--- config.mk ---
export PLATFORM = sky130hd
export DESIGN_NAME = led_div_seq
export DESIGN_NICKNAME = d
export VERILOG_FILES = /design/src/rtl/led_div_seq_pkg.sv /design/src/rtl/led_div_seq_btn.sv /design/src/rtl/led_div_seq.sv
export SDC_FILE = /design/constraint.sdc
export NUM_CORES = 1
export LEC_CHECK = 0
export BUFFER_PORTS_ARGS = -buffer_cell sky130_fd_sc_hd__buf_2
export CAP_MARGIN = 15
export CELL_PAD_IN_SITES_DETAIL_PLACEMENT = 1
export CELL_PAD_IN_SITES_GLOBAL_PLACEMENT = 2
export CORE_MARGIN = 4
export CORE_UTILIZATION = 39
export CTS_BUF_LIST = sky130_fd_sc_hd__clkbuf_16
export CTS_CLUSTER_DIAMETER = 80
export DETAILED_ROUTE_END_ITERATION = 6
export PLACE_DENSITY = 0.87
export SLEW_MARGIN = 25
export SYNTH_ARGS = -nofsm -noshare
export SYNTH_HDL_FRONTEND = slang
export SYNTH_SLANG_ARGS = --single-unit
--- constraint.sdc ---
create_clock -name clk100 -period 2.5 [get_ports clk100]
set_clock_uncertainty 0.05 [all_clocks]
set_input_delay 0.375 -clock clk100 [delete_from_list [all_inputs] [get_ports clk100]]
set_output_delay 0.375 -clock clk100 [all_outputs]
set_load 0.01 [all_outputs]
--- src/rtl/led_div_seq_pkg.sv ---
`default_nettype none
// ============================================================================
// Module  : led_div_seq_pkg
// Purpose : Shared types and constants for the LED divider sequencer.
//           Holds the FSM state type, the divider width and its bounds,
//           and a counter-width helper.
// Ports   : none (package)
// Options : LED_DIV_SEQ_AUTO_EN (consumed by led_div_seq, not here)
// Revision: 1.0 - initial release
// ============================================================================
package led_div_seq_pkg;

  localparam int DIV_W = 5;
  localparam logic [DIV_W-1:0] DIV_MIN = 5'd0;
  localparam logic [DIV_W-1:0] DIV_MAX = 5'd31;

  typedef enum logic [1:0] {
    ST_INIT  = 2'd0,
    ST_IDLE  = 2'd1,
    ST_WRITE = 2'd2,
    ST_HOLD  = 2'd3
  } state_t;

  // Bits needed to count 0..n-1; never less than one bit.
  function automatic int cnt_width(input int n);
    return (n > 1) ? $clog2(n) : 1;
  endfunction

endpackage
`default_nettype wire

--- src/rtl/led_div_seq_btn.sv ---
`default_nettype none
// ============================================================================
// Module  : led_btn_debounce
// Purpose : Two-flop synchronizer, debounce counter and one-cycle press
//           event for a single raw push button.
// Ports   : clk100  - clock
//           rst     - asynchronous active-low reset
//           i_btn   - raw asynchronous button level
//           o_level - debounced button level
//           o_press - one-cycle pulse on a debounced 0->1 transition,
//                     asserted in the same cycle o_level first reads 1
// Revision: 1.0 - initial release
// ============================================================================
module led_btn_debounce
  import led_div_seq_pkg::*;
#(
  parameter int DEBOUNCE_CYCLES = 1000000
) (
  input  logic clk100,
  input  logic rst,
  input  logic i_btn,
  output logic o_level,
  output logic o_press
);

  localparam int              CW     = cnt_width(DEBOUNCE_CYCLES);
  localparam logic [CW-1:0]   C_LAST = CW'(DEBOUNCE_CYCLES - 1);

  logic          r_sync1;
  logic          r_sync2;
  logic          r_level;
  logic          r_press;
  logic [CW-1:0] r_cnt;

  // r_cnt counts consecutive cycles in which the synchronized level has
  // disagreed with the accepted level; the level flips on the cycle that
  // would make the count reach DEBOUNCE_CYCLES. Any agreement clears it.
  always_ff @(posedge clk100 or negedge rst) begin
    if (!rst) begin
      r_sync1 <= 1'b0;
      r_sync2 <= 1'b0;
      r_level <= 1'b0;
      r_press <= 1'b0;
      r_cnt   <= '0;
    end else begin
      r_sync1 <= i_btn;
      r_sync2 <= r_sync1;
      r_press <= 1'b0;
      if (r_sync2 != r_level) begin
        if (r_cnt == C_LAST) begin
          r_level <= r_sync2;
          r_press <= r_sync2;
          r_cnt   <= '0;
        end else begin
          r_cnt <= r_cnt + CW'(1);
        end
      end else begin
        r_cnt <= '0;
      end
    end
  end

  assign o_level = r_level;
  assign o_press = r_press;

endmodule
`default_nettype wire

--- src/rtl/led_div_seq.sv ---
`default_nettype none
// ============================================================================
// Module  : led_div_seq
// Purpose : Converts up/down push buttons (and an optional auto sweep) into
//           a 5-bit divider value plus a one-cycle write strobe for a
//           downstream LED counter.
// Ports   : clk100   - clock
//           rst      - asynchronous active-low reset
//           btn_up_i - raw button, increments divider (saturates at 31)
//           btn_dn_i - raw button, decrements divider (saturates at 0)
//           auto_i   - auto-sweep request (only with LED_DIV_SEQ_AUTO_EN)
//           div_o    - divider value
//           wren_o   - one-cycle write strobe, high when div_o is new
// Options : LED_DIV_SEQ_AUTO_EN - enables the auto-sweep timer; when
//           undefined, auto_i is ignored and no timer is built.
// Revision: 1.0 - initial release
// ============================================================================
module led_div_seq
  import led_div_seq_pkg::*;
#(
  parameter int DEBOUNCE_CYCLES = 1000000,
  parameter int DIV_RESET       = 20,
  parameter int AUTO_PERIOD     = 50000000
) (
  input  logic             clk100,
  input  logic             rst,
  input  logic             btn_up_i,
  input  logic             btn_dn_i,
  input  logic             auto_i,
  output logic [DIV_W-1:0] div_o,
  output logic             wren_o
);

  localparam logic [DIV_W-1:0] C_DIV_RST = DIV_W'(DIV_RESET);

  logic w_lvl_up;
  logic w_lvl_dn;
  logic w_prs_up;
  logic w_prs_dn;
  logic w_up_evt;
  logic w_dn_evt;
  logic w_any_prs;
  logic w_auto_step;

  state_t           r_state;
  logic [DIV_W-1:0] r_div;
  logic             r_wren;

  led_btn_debounce #(
    .DEBOUNCE_CYCLES(DEBOUNCE_CYCLES)
  ) u_deb_up (
    .clk100 (clk100),
    .rst    (rst),
    .i_btn  (btn_up_i),
    .o_level(w_lvl_up),
    .o_press(w_prs_up)
  );

  led_btn_debounce #(
    .DEBOUNCE_CYCLES(DEBOUNCE_CYCLES)
  ) u_deb_dn (
    .clk100 (clk100),
    .rst    (rst),
    .i_btn  (btn_dn_i),
    .o_level(w_lvl_dn),
    .o_press(w_prs_dn)
  );

  // Simultaneous up and down presses cancel each other.
  assign w_up_evt  = w_prs_up & ~w_prs_dn;
  assign w_dn_evt  = w_prs_dn & ~w_prs_up;
  assign w_any_prs = w_prs_up | w_prs_dn;

`ifdef LED_DIV_SEQ_AUTO_EN
  localparam int            AW     = cnt_width(AUTO_PERIOD);
  localparam logic [AW-1:0] C_AUTO = AW'(AUTO_PERIOD - 1);

  logic [AW-1:0] r_auto_cnt;

  // Counts only consecutive IDLE cycles with auto_i high. Any button press
  // (including a cancelled pair) restarts it, so a press always wins over
  // a coincident auto step.
  assign w_auto_step = auto_i && (r_state == ST_IDLE) && !w_any_prs &&
                       (r_auto_cnt == C_AUTO);

  always_ff @(posedge clk100 or negedge rst) begin
    if (!rst) begin
      r_auto_cnt <= '0;
    end else if (!auto_i || (r_state != ST_IDLE) || w_any_prs || w_auto_step) begin
      r_auto_cnt <= '0;
    end else begin
      r_auto_cnt <= r_auto_cnt + AW'(1);
    end
  end
`else
  logic w_unused_auto;
  assign w_unused_auto = auto_i;
  assign w_auto_step   = 1'b0;
`endif

  // Sequencer: div_o is updated on the same edge that enters WRITE, so the
  // strobe and the new value appear together for exactly one cycle.
  always_ff @(posedge clk100 or negedge rst) begin
    if (!rst) begin
      r_state <= ST_INIT;
      r_div   <= C_DIV_RST;
      r_wren  <= 1'b0;
    end else begin
      r_wren <= 1'b0;
      case (r_state)
        ST_INIT: begin
          r_wren  <= 1'b1;
          r_state <= ST_WRITE;
        end
        ST_IDLE: begin
          if (w_up_evt) begin
            r_div   <= (r_div == DIV_MAX) ? DIV_MAX : r_div + DIV_W'(1);
            r_wren  <= 1'b1;
            r_state <= ST_WRITE;
          end else if (w_dn_evt) begin
            r_div   <= (r_div == DIV_MIN) ? DIV_MIN : r_div - DIV_W'(1);
            r_wren  <= 1'b1;
            r_state <= ST_WRITE;
          end else if (w_auto_step) begin
            // Auto sweep wraps 31 -> 0 by natural 5-bit overflow.
            r_div   <= r_div + DIV_W'(1);
            r_wren  <= 1'b1;
            r_state <= ST_WRITE;
          end
        end
        ST_WRITE: begin
          r_state <= ST_HOLD;
        end
        ST_HOLD: begin
          // Presses seen here are dropped; wait for both buttons released.
          if (!w_lvl_up && !w_lvl_dn) begin
            r_state <= ST_IDLE;
          end
        end
        default: begin
          r_state <= ST_INIT;
        end
      endcase
    end
  end

  assign div_o  = r_div;
  assign wren_o = r_wren;

endmodule
`default_nettype wire

# ---- Yosys cells after proc, flatten, opt, wreduce, memory -nomap -nowiden
# Index checks and enable logic that the tools add are counted.
dict set report word_totals {
  ff_bits 56
}
dict set report classes {
  reduce_logical 10
  bitwise 4
  mux 19
  addsub 4
  eq_ne 10
}
# cell count
set ops {}
lappend ops {{two-way mux 20 bit} 4}
lappend ops {{adder 20 x 1 -> 20 bit (second input constant)} 2}
lappend ops {{equality test 20 bit (second input constant)} 2}
lappend ops {{two-way mux 5 bit} 4}
lappend ops {{case mux 2 bit (4 select lines)} 1}
lappend ops {{AND reduction 2 bit} 4}
lappend ops {{two-way mux 1 bit} 6}
lappend ops {{two-way mux 2 bit} 3}
lappend ops {{adder 5 x 1 -> 5 bit (second input constant)} 1}
lappend ops {{equality test 5 bit (second input constant)} 1}
lappend ops {{zero test 5 bit} 1}
lappend ops {{subtractor 5 x 1 -> 5 bit (second input constant)} 1}
lappend ops {{equality test 2 bit (second input constant)} 2}
lappend ops {{inequality test 3 bit (second input constant)} 1}
lappend ops {{AND 1 bit} 2}
lappend ops {{equality test 2 x 1 -> 1 bit (second input constant)} 1}
lappend ops {{zero test 1 bit} 2}
lappend ops {{zero test 2 bit} 1}
lappend ops {{inequality test 1 bit} 2}
lappend ops {{inequality test 2 bit (second input constant)} 1}
lappend ops {{NOT 1 bit} 2}
lappend ops {{case mux 1 bit (2 select lines)} 1}
lappend ops {{nonzero test 2 bit} 1}
lappend ops {{logical AND 1 bit} 1}

# ---- Longest topological paths before layout
dict set report logic_depth {
  ltp_word 5
  depth_mapped 7
  mapped_depth_nobuf 6
}

# ---- Modules after synthesis
# A second synthesis with hierarchy kept.
dict set report unflattened {
  cells_unflattened 273
  area_unflattened_um2 2827.7
}
# module cells_each seq_area_each_um2 instances area_per_inst_um2
set modules_own_cells {}
lappend modules_own_cells {{led_btn_debounce (u_deb_up)} 107 600.6 1 1184.9}
lappend modules_own_cells {{led_btn_debounce (u_deb_dn)} 109 600.6 1 1143.6}
lappend modules_own_cells {led_div_seq 57 202.7 1 499.2}

# ---- Worst setup path after synthesis
# No wires, ideal clock.
dict set report synth_timing {
  path_kind {reg-to-reg}
  start {reg u_deb_up.r_cnt[0]}
  end {reg u_deb_up.r_cnt[18]}
  setup_slack_ns 0.412
  stages_incl_launch_ff 7
  t_required_ns 2.372
  arrival_ns 1.959
  path_cell_list {dfrtp_1 > ha_1 > nand3_2 > or4_1 > buf_2 > or4_1 > a21oi_1}
}
dict set report synth_via {
  elab_chain_cells 3
}
# item line
set synth_lines {}
lappend synth_lines {{start, declared} led_div_seq_btn.sv:33} ;# logic [CW-1:0] r_cnt;
lappend synth_lines {{start signal, assigned} led_div_seq_btn.sv:55} ;# r_cnt <= r_cnt + CW'(1);
lappend synth_lines {{adder 20 x 1 -> 20 bit or equality test 20 bit (tied branches)} {led_div_seq_btn.sv:55, led_div_seq_btn.sv:50}}
lappend synth_lines {{two-way mux 20 bit (*)} led_div_seq_btn.sv:50} ;# if (r_cnt == C_LAST) begin
lappend synth_lines {{two-way mux 20 bit (*)} led_div_seq_btn.sv:49} ;# if (r_sync2 != r_level) begin
# Every way passes the cells marked *; elsewhere a longest branch is shown, timed or not.
# A chain may end at the register's enable or synchronous reset.

# ---- Final worst setup path
# Same ends and word-level chain as after synthesis.

==> impl_metrics.yaml <==
global_route:
  first_global_vias: 2213
  grt_max_degree: 31
  grt_antenna_before_repair: 0
  grt_pass1_wl_um: 10300
  grt.overflow.total: 0
  track_usage_pct: 15.0
run:
  maxCapViolCount: 0
route:
  ant_nets: 0
  vias_per_cell: 5.39
  drc: 0
  via_count: 2130
  wl_per_cell_um: 14.7
  first_pass_iters: 4
  drtIter0Drc: 64
  wirelength_um: 5830
sta:
  slew_headroom_pct: 57.8
  fin_ws_ns: 0.320
  setup_viol: 0
  grt_setup_unrepaired: "false"
  hold_viol: 0
  max_freq_mhz: 459
  max_slew.worst_pin.slew_ns: 0.633
  tns_ns: 0
  period_share_pct: 87.2
  post-route-min-period_ns: 2.18
  slew_violations: 0
pwr:
  power_density_nw_per_um2: 594
  ir_drop_mv: 0.258
  p_sw_mw: 0.361
  combPwrFrac_pct: 3.0
  switching_share_pct: 19.3
  power_frac_seq_pct: 49.9
  p_int_mw: 1.50
  leakage_nw: 1.27
  clkPwrFrac_pct: 47.2
critical_path:
  r2r_start: "u_deb_up.r_cnt[0]"
  reg2reg_depth: 5
  worstPathCellList: "ha_1 > nand3_2 > or4_1 > or4_1 > a21oi_1"
  critPathKind: "register to register"
  crit_path_frequent_cell: "or4_1"
  slowest_stage: "or4_1"
  crit_fanout: 7
  worst-path-stages: 5
  critPathLaunch: "u_deb_up.r_cnt[0]"
  critPathArrivalTime_ns: 2.35
  path_buf_inv: 0
  critPathRequiredTime_ns: 2.67
  cp-start-kind: "register"
  crit_path_end_kind: "register"
  max_stage_delay_ns: 0.68
  cp_top_family: "simple AND/OR/NAND/NOR gates"
finish:
  fin_nets: 309
  final_layout_size_suffix_gt1_share_pct: 10.7
  n_antenna_cell: 0
  final_core_util_pct: 46.0
  syn2layout_area_growth_pct: 13.6
  finalInstanceArea_um2: 3140
  fin_cells: 395
worst_hold_path:
  hp-class: "primary input to async pin"
status:
  status: "complete, no violations"
synth:
  yosysWarnings: 0
  synth_top_cell_by_area: "dfrtp_1"
  yosysMostFrequentCell: "dfrtp_1"
  synth_area_leaders: "dfrtp_1, xnor2_1, nor2_1, o21ai_0, a21oi_1"
  syn_inst: 285
  ys_ff_latch: 56
  synth_cell_types: 37
  syn_nets: 295
  synth_flop_cell: "dfrtp_1"
  synth_top_area_share_pct: 48.9
  ys_async_sr_fraction_pct: 100
  ys_seq_area_share_pct: 50.8
  avgSynthCellArea_um2: 9.69
  synth-edff-count: 0
  synth_commonest_cells: "dfrtp_1, nor2_1, nand2_1"
  syn_area_um2: 2760
clock_network:
  holdBufCountCts: 0
  cts.clk_slew.worst_paths_ns: 0.07
  cts_tree: "yes"
  postCtsSetupBuffers: 0
  clk_latency_ns: 0.29
  cts_resized: 0
  clockRootBuffer: "clkbuf_16"
  cts.path.max_buffers: 2
  cts_buffers: 5
  clkSinkCount: 56
  htreeDepth: 2
floorplan:
  start_util_pct: 40.4
  core_um2: 6830
  die_y_um: 92.2
  dieArea_um2: 8490
  rows: 30
  die_w_um: 92.2
  ioPinCount: 11
placed_design:
  pre_cts_slack_ns: 0.326
  place_area_um2: 2950
  hpwl_um: 4140
  port-buffer-count: 9
  gp_congestion: 0.772
  dp.cells: 388
## cells in the final DEF (no fill, tap or decap), types with 3 or more instances in the layout
master	synthesis	routed
and4_1	5	5
inv_1	11	11
clkbuf_16	0	5
ha_1	5	5
o21ai_0	19	19
buf_2	2	9
nor3_1	9	9
or4_1	4	4
nor2_1	37	37
nor4b_1	3	3
xnor2_1	18	18
mux2_2	3	3
nand3_1	8	8
dfrtp_1	54	54
nand4_1	11	11
xor2_1	8	8
o31ai_1	4	3
a21oi_1	15	15
nor4_1	9	9
or3_1	10	10
buf_4	0	4
and3_1	6	6
nand2_1	20	20
## stage by stage
step / power, mW / hold WS (ns)
final: 1.86 / 0.0476
after global routing: 1.94 / 0.0971
after CTS: 1.89 / 0.0639
after detailed placement: 1.00 / 0.290
after global placement: 1.00 / 0.285
after floorplan: 0.967 / 0.0294
## area by class of cell
| type | count | area (um2) |
|---|---|---|
| fill | 795 | 3690 |
| sequential | 56 | 1400 |
| inverter | 11 | 41.3 |
| tap | 96 | 120 |
| clock buffer | 5 | 125 |
| timing repair buffer | 14 | 95.1 |
| multi-input combinational | 211 | 1290 |
| clock inverter | 2 | 60.1 |
## per-layer routing
metal | up-vias | GRT usage [%] | wire, um
met5 | - | 0 | 0
met4 | 0 | 5.20 | 87
met3 | 9 | 2.87 | 126
met2 | 23 | 26.4 | 2900
met1 | 1054 | 18.2 | 2710
li1 | 1044 | - | -
## registers in the layout (all words and copies together), names as in the netlist
register / cells
u_deb_dn.o_press: 1
u_deb_up.o_level: 1
u_deb_dn.r_sync1: 1
u_deb_dn.o_level: 1
wren_o: 1
u_deb_up.r_sync2: 1
r_state: 2
u_deb_up.o_press: 1
u_deb_up.r_sync1: 1
u_deb_dn.r_sync2: 1
div_o: 5
u_deb_dn.r_cnt: 20
u_deb_up.r_cnt: 20
## logic make-up after synthesis
group                    share of synthesized area [%]
AND/OR/NAND/NOR                                   25.4
flip-flops                                        50.8
XOR/XNOR                                          8.24
buffers and inverters                             2.54
adder cells (fa/ha/maj)                           2.26
multiplexers                                      1.22
AO/OA/AOI/OAI                                     9.51
## worst register-to-register path: stages, from the launching register on
cell and delay, ns:
dfrtp_1 0.40, ha_1 0.22, nand3_2 0.09, or4_1 0.68, or4_1 0.53, a21oi_1 0.15
## power by group through the flow
stage	Clock, mW	Sequential, mW	Combinational, mW
after floorplan	0	0.943	0.0235
after global placement	0	0.945	0.0563
after detailed placement	0	0.946	0.0579
after CTS	0.899	0.929	0.0581
after global routing	0.948	0.930	0.0655
final	0.880	0.929	0.0551
## final timing paths
check	end	slack, ns
worst max-delay path	u_deb_up.r_cnt[18]	0.32
worst min-delay path	u_deb_up.r_cnt[14]	0.05
worst max register to register	u_deb_up.r_cnt[18]	0.32
max in group asynchronous	div_o[2]	1.70
worst min register to register	u_deb_dn.r_sync2	0.30
min in group clk100	u_deb_dn.r_sync1	0.13
(Power assumes the default switching activity.)
